===== src/rtl/drum_step_sequencer.sv =====
`default_nettype none
// ============================================================================
//  Module   : drum_step_sequencer
//  Purpose  : Tempo and step generator for the four-instrument drum machine.
//             A phase accumulator in the system clock domain converts the
//             selected BPM into an 8-step cyclic position (timing 1..8, 0 when
//             stopped) and a play enable for the pattern datapath.
//  Revision : 1.0 - initial release
// ----------------------------------------------------------------------------
//  Ports
//    clk        in   1  system clock, rising edge
//    reset      in   1  synchronous reset, active low
//    start      in   1  start from IDLE / resume from PAUSE (level)
//    pause      in   1  freeze position while running (level)
//    stop       in   1  return to IDLE from any state (level)
//    bpm        in   8  requested tempo, floored at MIN_BPM
//    timing     out  4  current step 1..8, 0 in IDLE
//    play       out  1  high in RUN and PAUSE
//    step_pulse out  1  one-cycle strobe on every step entry
//    bar_pulse  out  1  one-cycle strobe on entry to step 1
// ============================================================================
module drum_step_sequencer #(
   parameter int unsigned CLK_HZ         = 50_000_000,
   parameter int unsigned STEPS_PER_BEAT = 2,
   parameter int unsigned MIN_BPM        = 40,
   parameter int unsigned ACC_W          = 32
) (
   input  logic       clk,
   input  logic       reset,
   input  logic       start,
   input  logic       pause,
   input  logic       stop,
   input  logic [7:0] bpm,
   output logic [3:0] timing,
   output logic       play,
   output logic       step_pulse,
   output logic       bar_pulse
);

   // One step is one crossing of CLK_HZ*60 by the accumulated bpm*steps.
   // Computed in 64 bits so the product cannot overflow before truncation.
   localparam logic [ACC_W-1:0] c_T       = ACC_W'(64'(CLK_HZ) * 64'd60);
   localparam logic [ACC_W-1:0] c_INC_RST = ACC_W'(64'(MIN_BPM) * 64'(STEPS_PER_BEAT));
   localparam logic [7:0]       c_MIN_BPM = 8'(MIN_BPM);

   typedef enum logic [1:0] {
      S_IDLE  = 2'd0,
      S_RUN   = 2'd1,
      S_PAUSE = 2'd2
   } state_t;

   state_t           r_state;
   logic [ACC_W-1:0] r_acc;
   logic [ACC_W-1:0] r_inc;
   logic [3:0]       r_timing;
   logic             r_step_pulse;
   logic             r_bar_pulse;

   state_t           w_state_nxt;
   logic [ACC_W-1:0] w_acc_nxt;
   logic [ACC_W-1:0] w_inc_nxt;
   logic [3:0]       w_timing_nxt;
   logic             w_step_nxt;
   logic             w_bar_nxt;

   logic [7:0]       w_bpm_eff;
   logic [ACC_W-1:0] w_inc_new;
   logic [ACC_W-1:0] w_sum;
   logic [3:0]       w_timing_adv;

   assign w_bpm_eff    = (bpm < c_MIN_BPM) ? c_MIN_BPM : bpm;
   assign w_inc_new    = ACC_W'(w_bpm_eff) * ACC_W'(STEPS_PER_BEAT);
   // acc stays below T, so acc+inc fits ACC_W given the width constraint.
   assign w_sum        = r_acc + r_inc;
   assign w_timing_adv = (r_timing == 4'd8) ? 4'd1 : r_timing + 4'd1;

   // ---------------------------------------------------------------------
   // State register and registered outputs
   // ---------------------------------------------------------------------
   always_ff @(posedge clk) begin
      if (!reset) begin
         r_state      <= S_IDLE;
         r_acc        <= '0;
         r_inc        <= c_INC_RST;
         r_timing     <= 4'd0;
         r_step_pulse <= 1'b0;
         r_bar_pulse  <= 1'b0;
      end else begin
         r_state      <= w_state_nxt;
         r_acc        <= w_acc_nxt;
         r_inc        <= w_inc_nxt;
         r_timing     <= w_timing_nxt;
         r_step_pulse <= w_step_nxt;
         r_bar_pulse  <= w_bar_nxt;
      end
   end

   // ---------------------------------------------------------------------
   // Next-state logic. stop outranks start/pause in every state.
   // ---------------------------------------------------------------------
   always_comb begin
      w_state_nxt  = r_state;
      w_acc_nxt    = r_acc;
      w_inc_nxt    = r_inc;
      w_timing_nxt = r_timing;
      w_step_nxt   = 1'b0;
      w_bar_nxt    = 1'b0;

      if (stop) begin
         w_state_nxt  = S_IDLE;
         w_acc_nxt    = '0;
         w_timing_nxt = 4'd0;
      end else begin
         case (r_state)
            S_IDLE: begin
               if (start) begin
                  w_state_nxt  = S_RUN;
                  w_acc_nxt    = '0;
                  w_inc_nxt    = w_inc_new;
                  w_timing_nxt = 4'd1;
                  w_step_nxt   = 1'b1;
                  w_bar_nxt    = 1'b1;
               end
            end
            S_RUN: begin
               // pause beats a tick on the same edge; the advance is
               // deferred because acc is left untouched.
               if (pause) begin
                  w_state_nxt = S_PAUSE;
               end else if (w_sum >= c_T) begin
                  // Keep the remainder so the average rate never drifts;
                  // a new tempo is only picked up on a step boundary.
                  w_acc_nxt    = w_sum - c_T;
                  w_inc_nxt    = w_inc_new;
                  w_timing_nxt = w_timing_adv;
                  w_step_nxt   = 1'b1;
                  w_bar_nxt    = (w_timing_adv == 4'd1);
               end else begin
                  w_acc_nxt = w_sum;
               end
            end
            S_PAUSE: begin
               // Resume does not accumulate or strobe on its own edge.
               if (start) begin
                  w_state_nxt = S_RUN;
               end
            end
            default: begin
               w_state_nxt  = S_IDLE;
               w_acc_nxt    = '0;
               w_timing_nxt = 4'd0;
            end
         endcase
      end
   end

   assign timing     = r_timing;
   assign play       = (r_state != S_IDLE);
   assign step_pulse = r_step_pulse;
   assign bar_pulse  = r_bar_pulse;

endmodule
`default_nettype wire


===== config.mk =====
export PLATFORM = sky130hd
export DESIGN_NAME = drum_step_sequencer
export DESIGN_NICKNAME = d
export VERILOG_FILES = /design/src/rtl/drum_step_sequencer.sv
export SDC_FILE = /design/constraint.sdc
export NUM_CORES = 1
export LEC_CHECK = 0
export ABC_CLOCK_PERIOD_IN_PS = 4190
export CORE_MARGIN = 2
export CORE_UTILIZATION = 55
export CTS_BUF_LIST = sky130_fd_sc_hd__clkbuf_16
export DETAILED_ROUTE_END_ITERATION = 16
export PLACE_DENSITY_LB_ADDON = 0.12
export SYNTH_ARGS = -nofsm -noshare
export SYNTH_HDL_FRONTEND = slang
export SYNTH_SLANG_ARGS = --single-unit

===== constraint.sdc =====
create_clock -name clk -period 4.19 [get_ports clk]
set_input_delay 1.0475 -clock clk [delete_from_list [all_inputs] [get_ports clk]]
set_output_delay 1.0475 -clock clk [all_outputs]
set_load 0.01 [all_outputs]

==> results.sh <==
export IMPL_slew_violations=0
export IMPL_drt_wl_total_mm=9.28
export IMPL_worst_r2r_endpoint="r_acc[19]"
export IMPL_synthCells=465
export IMPL_rrSetupSlack_ps=170
export IMPL_cts_buffers=5
export IMPL_grt_pass1_vias=3349
export IMPL_hold_violations=0
export IMPL_synth_fa_ha_area_frac=0.0428
export IMPL_syn_num_nets=490
export IMPL_dp_hpwl_mm=6.84
export IMPL_cp_start_kind="flop"
export IMPL_grt_overflow=0
export IMPL_ys_seq_elements=47
export IMPL_synthMuxAreaShare=0.00815
export IMPL_setup_viol=0
export IMPL_placed_area_um2=4040
export IMPL_fp_dieH_um=85.9
export IMPL_cts_tree="done"
export IMPL_port_buffers=19
export IMPL_wl_per_cell_um=16.3
export IMPL_finalWeightedCongestion=0.955
export IMPL_grt_max_degree=24
export IMPL_gr_usage_all_layers=0.256
export IMPL_drive_above_1_share=0.154
export IMPL_worst_slack_ps=166
export IMPL_cp_endpoint="r_acc[19]"
export IMPL_clockRootBuffer="clkbuf_16"
export IMPL_max_vdd_ir_drop_v=0.000147
export IMPL_final_cell_area_um2=4230
export IMPL_yosys_area_top_type_share=0.255
export IMPL_cts_htree_levels=2
export IMPL_fin_crit_ps=4020
export IMPL_diodes=0
export IMPL_rr_worst_depth=14
export IMPL_die_area_um2=7370
export IMPL_antenna_found_initial=0
export IMPL_max_cap_violations=0
export IMPL_firstDrtPassIters=4
export IMPL_r2r_start="r_acc[1]"
export IMPL_n_fill_cell=563
export IMPL_period_share=0.960
export IMPL_critPathLaunch="r_acc[1]"
export IMPL_tightest_slew_ps=856
export IMPL_cts_sinks=47
export IMPL_synth_edf_count=0
export IMPL_num_vias=3556
export IMPL_hold_path_class="flop to flop"
export IMPL_syn_cell_area_um2=3680
export IMPL_synth_simple_area_share=0.260
export IMPL_multi_input_area_um2=2620
export IMPL_rows=29
export IMPL_crit_arrival_ps=4240
export IMPL_areaGrowthSynthToFinish_pct=14.9
export IMPL_clockBufferDepth=2
export IMPL_outcome="finished clean"
export IMPL_slew_headroom=0.429
export IMPL_clk_latency_ps=290
export IMPL_required_ps=4400
export IMPL_cp_max_fo=5
export IMPL_synth_area_leaders="dfxtp_1 (26%), xnor2_1 (4.8%), nand2_1 (4.4%)"
export IMPL_synth_warnings=0
export IMPL_synth_compound_area_frac=0.293
export IMPL_synth_flop_cell="dfxtp_1"
export IMPL_synth_cell_types=80
export IMPL_viasPerCell=6.25
export IMPL_worstSetupEndpointType="flop"
export IMPL_max_freq_mhz=248
export IMPL_avgSynthCellArea_um2=7.92
export IMPL_core_area_um2=6420
export IMPL_clock_skew_final_ps=4.25
export IMPL_post_place_ws_ps=54.1
export IMPL_hold_path_startpoint="r_inc[5]"
export IMPL_p_leak_nw=1.48
export IMPL_initial_utilization=0.574
export IMPL_synth_top_area_cell="dfxtp_1"
export IMPL_synth_xor_area_share=0.0947
export IMPL_grt_pass1_wl_mm=15.4
export IMPL_ant_nets=0
export IMPL_seq_area_um2=941
export IMPL_drc=0
export IMPL_worstSetupPathType="flop to flop"
export IMPL_power_mw=0.931
export IMPL_nets=516
export IMPL_boundaryPins=20
export IMPL_ys_seq_area_frac=0.255
export IMPL_synth_top_family_by_area="compound AO/OA/AOI/OAI gates"
export IMPL_die_w_um=85.9
export IMPL_cts_hold_buffers=0
export IMPL_async_flop_share=0
export IMPL_p_per_area_nw_per_um2=220
export IMPL_cts_reportedPaths_clkPinSlew_ps=60
export IMPL_drt_iter0_markers=171
-- power breakdown --
group          switching (mW)  total, mW  internal (mW)
Combinational          0.0431     0.0807         0.0376
Sequential            0.00513      0.458          0.453
Clock                   0.175      0.393          0.217
-- worst min-delay path by stage --
stage	cells after the start	end	slack (ps)
6_report	2	r_inc[5]	470
5_1_grt	2	r_inc[5]	500
4_1_cts	2	r_inc[3]	480
3_5_place_dp	2	r_inc[3]	470
3_3_place_gp	2	r_inc[5]	450
2_1_floorplan	2	r_inc[1]	440
-- repair_timing --
item | 4_1_cts | 5_1_grt
setup endpoints to repair | 0 | 25
gates resized for setup | 0 | 10
buffers inserted | 0 | 2
-- critical path, cell delays in order (launching register included) --
cell       delay, ps
dfxtp_1          330
ha_1             210
fa_2             260
a211oi_2         100
o211ai_1         450
nand4_1          270
xnor2_1          450
a2111oi_4        110
a21boi_4         180
nor4b_4          370
buf_4            200
o2111ai_1        190
or3_1            430
a211o_1          310
o21ai_0           70
-- cell usage after synthesis (3+ instances only) --
library cell,count
a211o_1,4
a211oi_1,8
a211oi_2,3
a21o_1,5
a21oi_1,28
a22o_1,4
a22oi_1,9
a31o_2,3
and2_1,7
and3_1,5
buf_2,8
clkbuf_1,14
dfxtp_1,47
ha_1,11
inv_1,12
mux2i_1,3
nand2_1,43
nand2b_1,9
nand3_1,19
nand4_1,8
nor2_1,34
nor2b_1,3
nor3_1,15
nor3b_1,4
nor4_1,4
o211ai_1,10
o21ai_0,32
o21bai_1,6
o31ai_1,3
or2_1,3
or2_2,4
or3_1,4
or4_1,4
xnor2_1,20
xor2_1,13
-- cells in the final DEF (no fill, tap or decap), types with 6 or more instances in the layout --
cell type        count
inv_1               12
nand2b_1             9
a211oi_2             6
dfxtp_1             47
nor2_1              34
clkdlybuf4s50_1     19
nor3_1              15
ha_1                11
o211ai_1            10
a22oi_1              9
xnor2_1             20
nand4_1              8
and2_1               7
o21bai_1             6
nand3_1             19
buf_4               27
xor2_1              13
o21ai_0             31
a21oi_1             27
nand2_1             43
-- logic make-up after synthesis --
| family | Yosys count |
|---|---|
| AND/OR/NAND/NOR | 178 |
| AO/OA/AOI/OAI | 150 |
| flip-flops | 47 |
| buffers and inverters | 39 |
| XOR/XNOR | 36 |
| adder cells (fa/ha/maj) | 12 |
| multiplexers | 3 |
-- layout make-up --
type | instances | area share
timing repair buffer | 46 | 0.0928
clock buffer | 5 | 0.0296
tap | 77 | 0.0228
multi-input combinational | 379 | 0.618
sequential | 47 | 0.222
clock inverter | 3 | 0.00355
inverter | 12 | 0.0106
-- per-stage QoR --
step,instances,hold WS [ps],setup TNS [ps],util
floorplan,465,440,0,-
global placement,559,454,0,0.628
detailed placement,559,467,0,0.628
CTS,567,476,0,0.650
global route,569,503,-51.3,0.659
finish,569,468,0,0.659
-- per-layer routing --
| metal | vias up | GRT usage | part of all wire |
|---|---|---|---|
| met4 | 0 | 0.0996 | 0.023 |
| li1 | 1752 | - | - |
| met2 | 104 | 0.438 | 0.49 |
| met1 | 1681 | 0.325 | 0.45 |
| met5 | - | 0 | 0 |
| met3 | 19 | 0.0366 | 0.043 |
-- flip-flops by register name, summed over array words and instances (netlist names) --
signal,cells
r_inc,8
timing,4
bar_pulse,1
r_state,2
r_acc,31
step_pulse,1
Power figures use the tool's default switching activity.
